$ cat src/rtl/apb_master_bridge.sv
// apb_master_bridge: APB initiator for single-beat client requests.
//
// Accepts one read/write request at a time from an internal client, runs the APB SETUP and
// ACCESS phases, honours PREADY wait states with an optional timeout, and returns read data
// plus error status on a one-cycle response strobe. Misaligned requests never reach the bus.
//
// Ports
//   clk, n_rst                     clock, asynchronous active-low reset
//   req_valid/req_ready            client request handshake (ready only while idle)
//   req_write/req_addr/req_wdata   request direction, byte address, write data
//   rsp_valid                      one-cycle response strobe
//   rsp_rdata/rsp_error            response data/status, held until the next response
//   PSEL/PENABLE/PWRITE/PADDR/PWDATA  APB request outputs
//   PRDATA/PREADY/pslverr          APB completion inputs
module apb_master_bridge #(
  parameter int unsigned TIMEOUT_CYCLES = 16,
  parameter logic [31:0] TIMEOUT_RDATA  = 32'hBAD1BAD1
) (
  input  logic        clk,
  input  logic        n_rst,
  input  logic        req_valid,
  output logic        req_ready,
  input  logic        req_write,
  input  logic [31:0] req_addr,
  input  logic [31:0] req_wdata,
  output logic        rsp_valid,
  output logic [31:0] rsp_rdata,
  output logic        rsp_error,
  output logic        PSEL,
  output logic        PENABLE,
  output logic        PWRITE,
  output logic [31:0] PADDR,
  output logic [31:0] PWDATA,
  input  logic [31:0] PRDATA,
  input  logic        PREADY,
  input  logic        pslverr
);

  // A zero timeout disables the abort; keep the counter at least one bit wide regardless.
  localparam int unsigned CntW = (TIMEOUT_CYCLES > 0) ? $clog2(TIMEOUT_CYCLES + 1) : 1;
  localparam bit TimeoutEn = (TIMEOUT_CYCLES != 0);
  // Abort decision is made on the edge that ends the TIMEOUT_CYCLES-th waiting ACCESS cycle.
  localparam logic [CntW-1:0] CntLast = CntW'(TIMEOUT_CYCLES - 1);
  localparam logic [CntW-1:0] CntMax  = '1;

  typedef enum logic [1:0] {StIdle, StSetup, StAccess} state_e;

  state_e          state_q, state_d;
  logic            pwrite_q, pwrite_d;
  logic [31:0]     paddr_q, paddr_d;
  logic [31:0]     pwdata_q, pwdata_d;
  logic [CntW-1:0] cnt_q, cnt_d;
  logic            rsp_valid_q, rsp_valid_d;
  logic [31:0]     rsp_rdata_q, rsp_rdata_d;
  logic            rsp_error_q, rsp_error_d;

  always_comb begin
    state_d     = state_q;
    pwrite_d    = pwrite_q;
    paddr_d     = paddr_q;
    pwdata_d    = pwdata_q;
    cnt_d       = cnt_q;
    rsp_valid_d = 1'b0;
    rsp_rdata_d = rsp_rdata_q;
    rsp_error_d = rsp_error_q;

    unique case (state_q)
      StIdle: begin
        if (req_valid) begin
          if (req_addr[1:0] == 2'b00) begin
            pwrite_d = req_write;
            paddr_d  = req_addr;
            pwdata_d = req_wdata;
            cnt_d    = '0;
            state_d  = StSetup;
          end else begin
            // Misaligned: answer immediately without touching the bus.
            rsp_valid_d = 1'b1;
            rsp_error_d = 1'b1;
            rsp_rdata_d = TIMEOUT_RDATA;
          end
        end
      end
      StSetup: begin
        state_d = StAccess;
      end
      StAccess: begin
        if (PREADY) begin
          state_d     = StIdle;
          rsp_valid_d = 1'b1;
          rsp_error_d = pslverr;
          rsp_rdata_d = pwrite_q ? 32'h0 : PRDATA;
        end else begin
          if (cnt_q != CntMax) begin
            cnt_d = cnt_q + CntW'(1);
          end
          if (TimeoutEn && (cnt_q == CntLast)) begin
            state_d     = StIdle;
            rsp_valid_d = 1'b1;
            rsp_error_d = 1'b1;
            rsp_rdata_d = TIMEOUT_RDATA;
          end
        end
      end
      default: begin
        state_d = StIdle;
      end
    endcase
  end

  always_ff @(posedge clk or negedge n_rst) begin
    if (!n_rst) begin
      state_q     <= StIdle;
      pwrite_q    <= 1'b0;
      paddr_q     <= 32'h0;
      pwdata_q    <= 32'h0;
      cnt_q       <= '0;
      rsp_valid_q <= 1'b0;
      rsp_rdata_q <= 32'h0;
      rsp_error_q <= 1'b0;
    end else begin
      state_q     <= state_d;
      pwrite_q    <= pwrite_d;
      paddr_q     <= paddr_d;
      pwdata_q    <= pwdata_d;
      cnt_q       <= cnt_d;
      rsp_valid_q <= rsp_valid_d;
      rsp_rdata_q <= rsp_rdata_d;
      rsp_error_q <= rsp_error_d;
    end
  end

  // Select/enable decode straight from the state flop so reset drops them asynchronously.
  assign PSEL      = (state_q != StIdle);
  assign PENABLE   = (state_q == StAccess);
  assign req_ready = (state_q == StIdle);
  assign PWRITE    = pwrite_q;
  assign PADDR     = paddr_q;
  assign PWDATA    = pwdata_q;
  assign rsp_valid = rsp_valid_q;
  assign rsp_rdata = rsp_rdata_q;
  assign rsp_error = rsp_error_q;

endmodule

$ cat config.mk
export PLATFORM = sky130hd
export DESIGN_NAME = apb_master_bridge
export DESIGN_NICKNAME = d
export VERILOG_FILES = /design/src/rtl/apb_master_bridge.sv
export SDC_FILE = /design/constraint.sdc
export NUM_CORES = 1
export LEC_CHECK = 0
export BUFFER_PORTS_ARGS = -buffer_cell sky130_fd_sc_hd__buf_2
export CAP_MARGIN = 20
export CORE_MARGIN = 2
export CORE_UTILIZATION = 50
export CTS_CLUSTER_SIZE = 12
export DETAILED_ROUTE_END_ITERATION = 7
export PLACE_DENSITY_LB_ADDON = 0.12
export REMOVE_ABC_BUFFERS = 1
export SETUP_SLACK_MARGIN = 0.05
export SKIP_CTS_REPAIR_TIMING = 1
export SYNTH_ARGS = -nofsm -noshare
export SYNTH_HDL_FRONTEND = slang
export SYNTH_SLANG_ARGS = --single-unit
$ cat constraint.sdc
create_clock -name clk -period 3.4 [get_ports clk]
set_input_delay 0.17 -clock clk [delete_from_list [all_inputs] [get_ports clk]]
set_output_delay 0.17 -clock clk [all_outputs]
set_load 0.03 [all_outputs]
==> summary.log, run 1 <==
INFO  yosys          synth.area.mux_share=20.8%
INFO  timing         layout_min_cycle_time=2240ps
INFO  yosys          yosys.area_share.simple=5.81%
INFO  clock_network  cts_htree_levels=3
INFO  critical_path  timing.critical_path.from_type=flip-flop
INFO  critical_path  crit_fanout=34
INFO  pwr            power_density=664mW/mm²
INFO  critical_path  worst_r2r_startpoint=state_q[0]
INFO  timing         worst_slew_margin_rel=51.1%
INFO  critical_path  critPathTopFamily=buffers and inverters
INFO  die            dieArea=0.00960mm²
INFO  timing         max_freq=447MHz
INFO  yosys          avgSynthCellArea=16.2µm²
INFO  timing         maxSlewViolCount=0
INFO  clock_network  tritoncts=done
INFO  placed_design  finalWeightedCongestion=0.781
INFO  status         status=finished, final reports clean
INFO  timing         final.setup_skew=11.0ps
INFO  timing         finalSetupTns=0ps
INFO  critical_path  timing.critical_path.required=3630ps
INFO  drt            num_vias=2970
INFO  yosys          synth_area_leaders=sky130_fd_sc_hd__dfrtp_1 (60%), sky130_fd_sc_hd__mux2_4 (17%), sky130_fd_sc_hd__o22a_1 (3.8%)
INFO  critical_path  crit_path_top_delay_cell=sky130_fd_sc_hd__clkinv_2
INFO  clock_network  clk_root_buffer_cell=sky130_fd_sc_hd__clkbuf_8
INFO  critical_path  worst_ep_arrival_time=2470ps
INFO  drt            drt-pass1-iter-count=4
INFO  placed_design  port_buffers=203
INFO  yosys          synthCells=273
INFO  critical_path  timing.reg2reg.setup_slack=1160ps
INFO  critical_path  worstPathBufferInverterCount=3
INFO  job            drv.max_cap_violation_count=0
INFO  finish         layoutNonFillerInstCount=590
INFO  drt            vias_per_cell=5.03
INFO  yosys          mappedNetlistArea=0.00442mm²
INFO  critical_path  end_kind=flip-flop
INFO  timing         unrepaired_setup_endpoints_after_global_routing=no
INFO  timing         hold_viol_final=0
INFO  yosys          area_share_of_fa_ha_maj_cells_after_synthesis=0.850%
INFO  finish         final_layout_size_suffix_gt1_share=58.5%
INFO  timing         tightestPinTransition=733ps
INFO  yosys          synth-xor-area-share=0%
INFO  die            io_pins=204
INFO  drt            antenna_left=0
INFO  finish         antenna_cells_inserted=0
INFO  critical_path  critPathMaxStageDelay=490ps
INFO  yosys          netlist.area_leader.share=60.1%
INFO  grt            grt_overflow_total=0
INFO  clock_network  cts.path.max_buffers=2
INFO  min_path       timing.hold.worst.start=req_wdata[9]
INFO  yosys          largest_family_of_logic_cells_by_synthesized_area=multiplexers
INFO  clock_network  cts_buffers=9
INFO  timing         final_critical_path_setup_slack=1160ps
INFO  clock_network  insertion_delay_to_the_later_sink_of_the_worst_skew_pair=350ps
INFO  finish         area_growth_syn_to_layout=28.1%
INFO  die            coreArea=0.00864mm²
INFO  die            fp.dieW=98.0µm
INFO  timing         period_share=65.8%
INFO  timing         setup_viol=0
INFO  placed_design  dpl.hpwl=7090µm
INFO  finish         layout.nets=582
INFO  grt            number_of_global_route_vias_before_repair=3093
INFO  critical_path  crit_startpoint=state_q[0]
INFO  min_path       worstHoldPathType=input port to flip-flop
INFO  placed_design  placed_cells=573
INFO  die            start_util=51.1%
INFO  yosys          synth.yosys.seq_area_share=60.1%
INFO  grt            grt_max_degree=57
INFO  yosys          ff_latch_count_synth=106
INFO  yosys          yosys_warnings=0
INFO  clock_network  path_clk_slew=100ps
INFO  drt            drt-initial-drc-count=62
INFO  pwr            power_leakage=2.85nW
INFO  grt            grt_antenna_before_repair=0
INFO  yosys          synth.lib_cells_used.distinct=35
INFO  pwr            max-vdd-ir-drop=0.366mV
INFO  grt            grt.total_usage=20.5%
INFO  critical_path  cells_traversed_along_the_worst_timing_path=or2_4 -> inv_2 -> nand3_2 -> clkinv_2 -> buf_12 -> mux2_1
INFO  drt            detail_route.wl_per_cell=16.6µm
INFO  finish         fillCellCount=708
INFO  critical_path  setup.worst_path.class=flip-flop to flip-flop
INFO  yosys          compound_gate_portion_of_the_synthesized_area=8.08%
INFO  placed_design  place_ws=1190ps
INFO  yosys          synth_top_area_cell=sky130_fd_sc_hd__dfrtp_1
INFO  drt            drc=0
INFO  die            num_rows=34
INFO  die            floorplan.die.height=98.0µm
INFO  grt            grt_pass1_wl=15800µm
INFO  drt            drt-total-wl=9770µm
INFO  clock_network  number_of_sinks_on_the_clock_net=106
==> cell type report <==
class                   count  area [µm²]  share of cell area, %
repair buffers            207        1060                   18.8
clock buffers              11         131                   2.32
multi-input cells         147        1570                   27.7
clock inverters             5        78.8                   1.39
flip-flops and latches    106        2650                   46.9
well taps                 108         135                   2.39
inverters                   6        23.8                  0.420
==> power breakdown <==
group,switching (mW),internal (mW)
Sequential,0.161,1.51
Combinational,0.768,0.500
Clock,0.403,0.415
Total,1.33,2.42
==> cell families after synthesis <==
group                      Yosys count
buffers and inverters               20
AOI/OAI and AO/OA                   41
adders and majority gates            3
DFF                                106
muxes                               65
and+or+nand+nor                     38
==> synth_stat cells <==
master,n
sky130_fd_sc_hd__o22a_4,1
sky130_fd_sc_hd__or3b_1,1
sky130_fd_sc_hd__nor2_1,3
sky130_fd_sc_hd__mux2i_1,1
sky130_fd_sc_hd__buf_2,2
sky130_fd_sc_hd__clkbuf_1,2
sky130_fd_sc_hd__nand3_2,1
sky130_fd_sc_hd__o31ai_2,1
sky130_fd_sc_hd__nor4b_1,1
sky130_fd_sc_hd__o22a_1,19
sky130_fd_sc_hd__mux2_1,14
sky130_fd_sc_hd__a22o_1,14
sky130_fd_sc_hd__inv_2,4
sky130_fd_sc_hd__nand2_2,1
sky130_fd_sc_hd__nand3_1,1
sky130_fd_sc_hd__inv_1,2
sky130_fd_sc_hd__o21ai_0,2
sky130_fd_sc_hd__buf_6,1
sky130_fd_sc_hd__buf_12,6
sky130_fd_sc_hd__a21oi_1,2
sky130_fd_sc_hd__and2_1,2
sky130_fd_sc_hd__a311o_1,1
sky130_fd_sc_hd__or2b_4,1
sky130_fd_sc_hd__nor3_1,1
sky130_fd_sc_hd__nand2_1,3
sky130_fd_sc_hd__mux2_4,50
sky130_fd_sc_hd__nor2b_1,18
sky130_fd_sc_hd__and3_1,2
sky130_fd_sc_hd__or4b_4,1
sky130_fd_sc_hd__or2_4,1
sky130_fd_sc_hd__buf_4,3
sky130_fd_sc_hd__dfrtp_1,106
sky130_fd_sc_hd__ha_1,3
sky130_fd_sc_hd__o21a_1,1
sky130_fd_sc_hd__nor3b_4,1
==> metal layers <==
metal	up-vias	track usage, %	routed length (µm)
li1	1379	-	-
met1	1443	26.8	4130
met2	134	33.5	4700
met3	14	5.80	783
met4	0	6.09	158
met5	-	0	0
==> registers in the layout, indices dropped and copies added (netlist names) <==
register and count:
PADDR 32, PWDATA 32, rsp_rdata 32, cnt_q 5
state_q 2, PWRITE 1, rsp_error 1, rsp_valid 1
==> worst reg2reg max path, delay by kind of cell, from the launching register on <==
| kind | cells | cell delay [ps] |
|---|---|---|
| buffers and inverters | 3 | 910 |
| and+or+nand+nor | 2 | 390 |
| DFF | 1 | 460 |
| muxes | 1 | 370 |
==> stage by stage <==
| step | cell area [µm²] | hold slack (ps) | utilization [%] | total power, mW |
|---|---|---|---|---|
| after detailed placement | 5430 | 261 | 62.9 | 2.97 |
| final | 5650 | 30.6 | 65.5 | 3.76 |
| after global routing | 5650 | 10.4 | 65.5 | 3.94 |
| after floorplan | 4240 | -126 | - | 2.54 |
| after CTS | 5640 | -135 | 65.4 | 3.80 |
| after global placement | 5430 | 253 | 62.9 | 2.94 |
==> path summary, 6_finish.rpt <==
| kind | endpoint | cells after the start |
|---|---|---|
| max | PWDATA[10] | 6 |
| min | PWDATA[9] | 2 |
| max reg2reg | PWDATA[10] | 6 |
| min reg2reg | PWDATA[9] | 1 |
| max in group asynchronous | PADDR[7] | 3 |
| min in group asynchronous | rsp_rdata[5] | 2 |
==> cells in the final DEF (no fill, tap or decap), drive strengths merged <==
cell type / n
o21a: 1
a22o: 14
dlygate4sd3: 1
ha: 3
or2: 1
bufinv: 2
nor2: 3
or2b: 1
or3b: 1
nand3: 2
o31ai: 1
inv: 5
buf: 206
and3: 2
o21ai: 2
clkinv: 4
mux2i: 1
dfrtp: 106
clkbuf: 11
or4b: 1
nand2: 4
a311o: 1
nor3: 1
nor3b: 1
mux2: 64
a21oi: 2
nor2b: 18
and2: 2
nor4b: 1
o22a: 20
Note: power is estimated with default switching activity, not from simulation.
==> run 2: changes to the inputs <==
--- a/config.mk
+++ b/config.mk
@@ -8,7 +8,7 @@
 export BUFFER_PORTS_ARGS = -buffer_cell sky130_fd_sc_hd__buf_2
 export CAP_MARGIN = 20
 export CORE_MARGIN = 2
-export CORE_UTILIZATION = 50
+export CORE_UTILIZATION = 47
 export CTS_CLUSTER_SIZE = 12
 export DETAILED_ROUTE_END_ITERATION = 7
 export PLACE_DENSITY_LB_ADDON = 0.12
==> constraint.sdc (replaced) <==
create_clock -name clk -period 2.1 [get_ports clk]
set_input_delay 0.105 -clock clk [delete_from_list [all_inputs] [get_ports clk]]
set_output_delay 0.105 -clock clk [all_outputs]
set_load 0.03 [all_outputs]
==> summary.log, run 2 (same netlist as run 1, synthesis figures left out) <==
INFO  status         status=finished, final reports clean
INFO  timing         finalSetupTns=0ps
INFO  grt            number_of_global_route_vias_before_repair=2942
INFO  timing         tightestPinTransition=503ps
INFO  critical_path  regToRegEndpoint=cnt_q[4]
INFO  timing         period_share=95.0%
INFO  timing         maxSlewViolCount=0
INFO  timing         final_critical_path_setup_slack=104ps
INFO  timing         final.setup_skew=13.1ps
INFO  clock_network  path_clk_slew=110ps
INFO  placed_design  port_buffers=203
INFO  min_path       timing.hold.worst.start=PRDATA[31]
INFO  die            num_rows=35
INFO  die            coreArea=0.00920mm²
INFO  pwr            power_density=934mW/mm²
INFO  grt            grt.total_usage=19.4%
INFO  critical_path  worst_r2r_startpoint=cnt_q[1]
INFO  drt            num_vias=3292
INFO  critical_path  timing.critical_path.required=2340ps
INFO  job            drv.max_cap_violation_count=0
INFO  clock_network  cts_buffers=9
INFO  clock_network  insertion_delay_to_the_later_sink_of_the_worst_skew_pair=360ps
INFO  pwr            max-vdd-ir-drop=0.535mV
INFO  die            start_util=48.0%
INFO  drt            drt-initial-drc-count=74
INFO  placed_design  place_ws=-39.3ps
INFO  critical_path  setup.worst_path.class=flip-flop to flip-flop
INFO  timing         layout_min_cycle_time=2000ps
INFO  critical_path  end_kind=flip-flop
INFO  die            dieArea=0.0102mm²
INFO  finish         layout.nets=671
INFO  timing         worst_slew_margin_rel=66.0%
INFO  drt            drt-pass1-iter-count=4
INFO  critical_path  crit_fanout=5
INFO  timing         hold_viol_final=0
INFO  finish         stdcell_area=0.00656mm²
INFO  timing         setup_viol=0
INFO  min_path       min_path_cells=3
INFO  grt            grt_overflow_total=0
INFO  drt            antenna_left=0
INFO  die            fp.dieW=101µm
INFO  placed_design  placed_cell_area=0.00553mm²
INFO  die            floorplan.die.height=101µm
INFO  drt            vias_per_cell=4.83
INFO  timing         max_freq=501MHz
INFO  drt            detail_route.wl_per_cell=16.0µm
INFO  finish         most_frequent_cells_in_the_layout=sky130_fd_sc_hd__buf_2 (202), sky130_fd_sc_hd__dfrtp_1 (106), sky130_fd_sc_hd__dlygate4sd3_1 (79)
INFO  clock_network  number_of_sinks_on_the_clock_net=106
INFO  min_path       hold_end=rsp_rdata[31]
INFO  placed_design  finalWeightedCongestion=0.747
INFO  die            io_pins=204
INFO  placed_design  placed_cells=585
INFO  grt            grt_max_degree=48
INFO  grt            grt_pass1_wl=15200µm
INFO  finish         commonest_non_fill_non_tap_cell_in_the_layout=sky130_fd_sc_hd__buf_2
INFO  placed_design  dpl.hpwl=7290µm
INFO  drt            drc=0
INFO  clock_network  cts_htree_levels=3
INFO  clock_network  cts.path.max_buffers=2
INFO  finish         antenna_cells_inserted=0
INFO  timing         unrepaired_setup_endpoints_after_global_routing=no
INFO  grt            grt_antenna_before_repair=0
INFO  critical_path  worst_ep_arrival_time=2240ps
INFO  clock_network  clk_root_buffer_cell=sky130_fd_sc_hd__clkbuf_8
INFO  finish         area_growth_syn_to_layout=48.5%
INFO  critical_path  timing.reg2reg.setup_slack=100ps
INFO  pwr            power_leakage=3.23nW
INFO  clock_network  tritoncts=done
INFO  critical_path  r2r.worst_path.cells=6
INFO  min_path       worstHoldPathType=input port to flip-flop
INFO  finish         final_layout_size_suffix_gt1_share=52.4%
INFO  finish         layoutNonFillerInstCount=682
INFO  critical_path  timing.critical_path.from_type=flip-flop
INFO  drt            drt-total-wl=10900µm
==> run 2: metrics by stage <==
stage	power [mW]	hold slack [ps]	util, %
2_1_floorplan	4.11	-191	-
6_report	6.13	79.9	71.3
5_1_grt	6.42	62.5	71.3
4_1_cts	6.03	-324	62.2
3_5_place_dp	4.83	79.7	60.1
3_3_place_gp	4.79	70.8	60.1
==> run 2: how the worst max path moves through the flow <==
| stage | startpoint | end | slack (ps) | cells after the start |
|---|---|---|---|---|
| after global placement | cnt_q[1] | cnt_q[4] | 20 | 6 |
| after detailed placement | cnt_q[0] | cnt_q[4] | -40 | 6 |
| after CTS | cnt_q[1] | cnt_q[4] | -60 | 6 |
| after floorplan | state_q[0] | PWDATA[10] | -420 | 5 |
| after global routing | cnt_q[0] | cnt_q[4] | 50 | 6 |
| final | cnt_q[1] | cnt_q[4] | 100 | 6 |
==> run 2: power by group <==
part | internal, mW | leakage, nW | total (mW) | switching, mW
clock network | 0.479 | 0.0948 | 1.19 | 0.709
logic | 0.943 | 1.88 | 2.26 | 1.32
registers | 2.44 | 1.26 | 2.68 | 0.234
==> run 2: critical path, stage by stage (launching register included) <==
cell and delay (ps):
sky130_fd_sc_hd__dfrtp_1 400, sky130_fd_sc_hd__ha_2 190, sky130_fd_sc_hd__and3_4 190, sky130_fd_sc_hd__ha_4 150
sky130_fd_sc_hd__or4b_4 530, sky130_fd_sc_hd__o31ai_4 90, sky130_fd_sc_hd__mux2_4 320
==> run 2: per-layer routing <==
metal	vias to the layer above	GRT usage [%]	share of wire, %
li1	1553	-	-
met1	1605	25.1	44
met2	125	31.7	49
met3	9	7.00	6.6
met4	0	4.05	0.89
met5	-	0	0
==> run 2: final cells by class <==
class                   count  area, µm²
clock inverters             6       50.0
inverters                   6       23.8
well taps                 111        139
flip-flops and latches    106       2650
multi-input cells         147       1600
fillers                   656       2640
clock buffers              10        138
repair buffers            296       1950
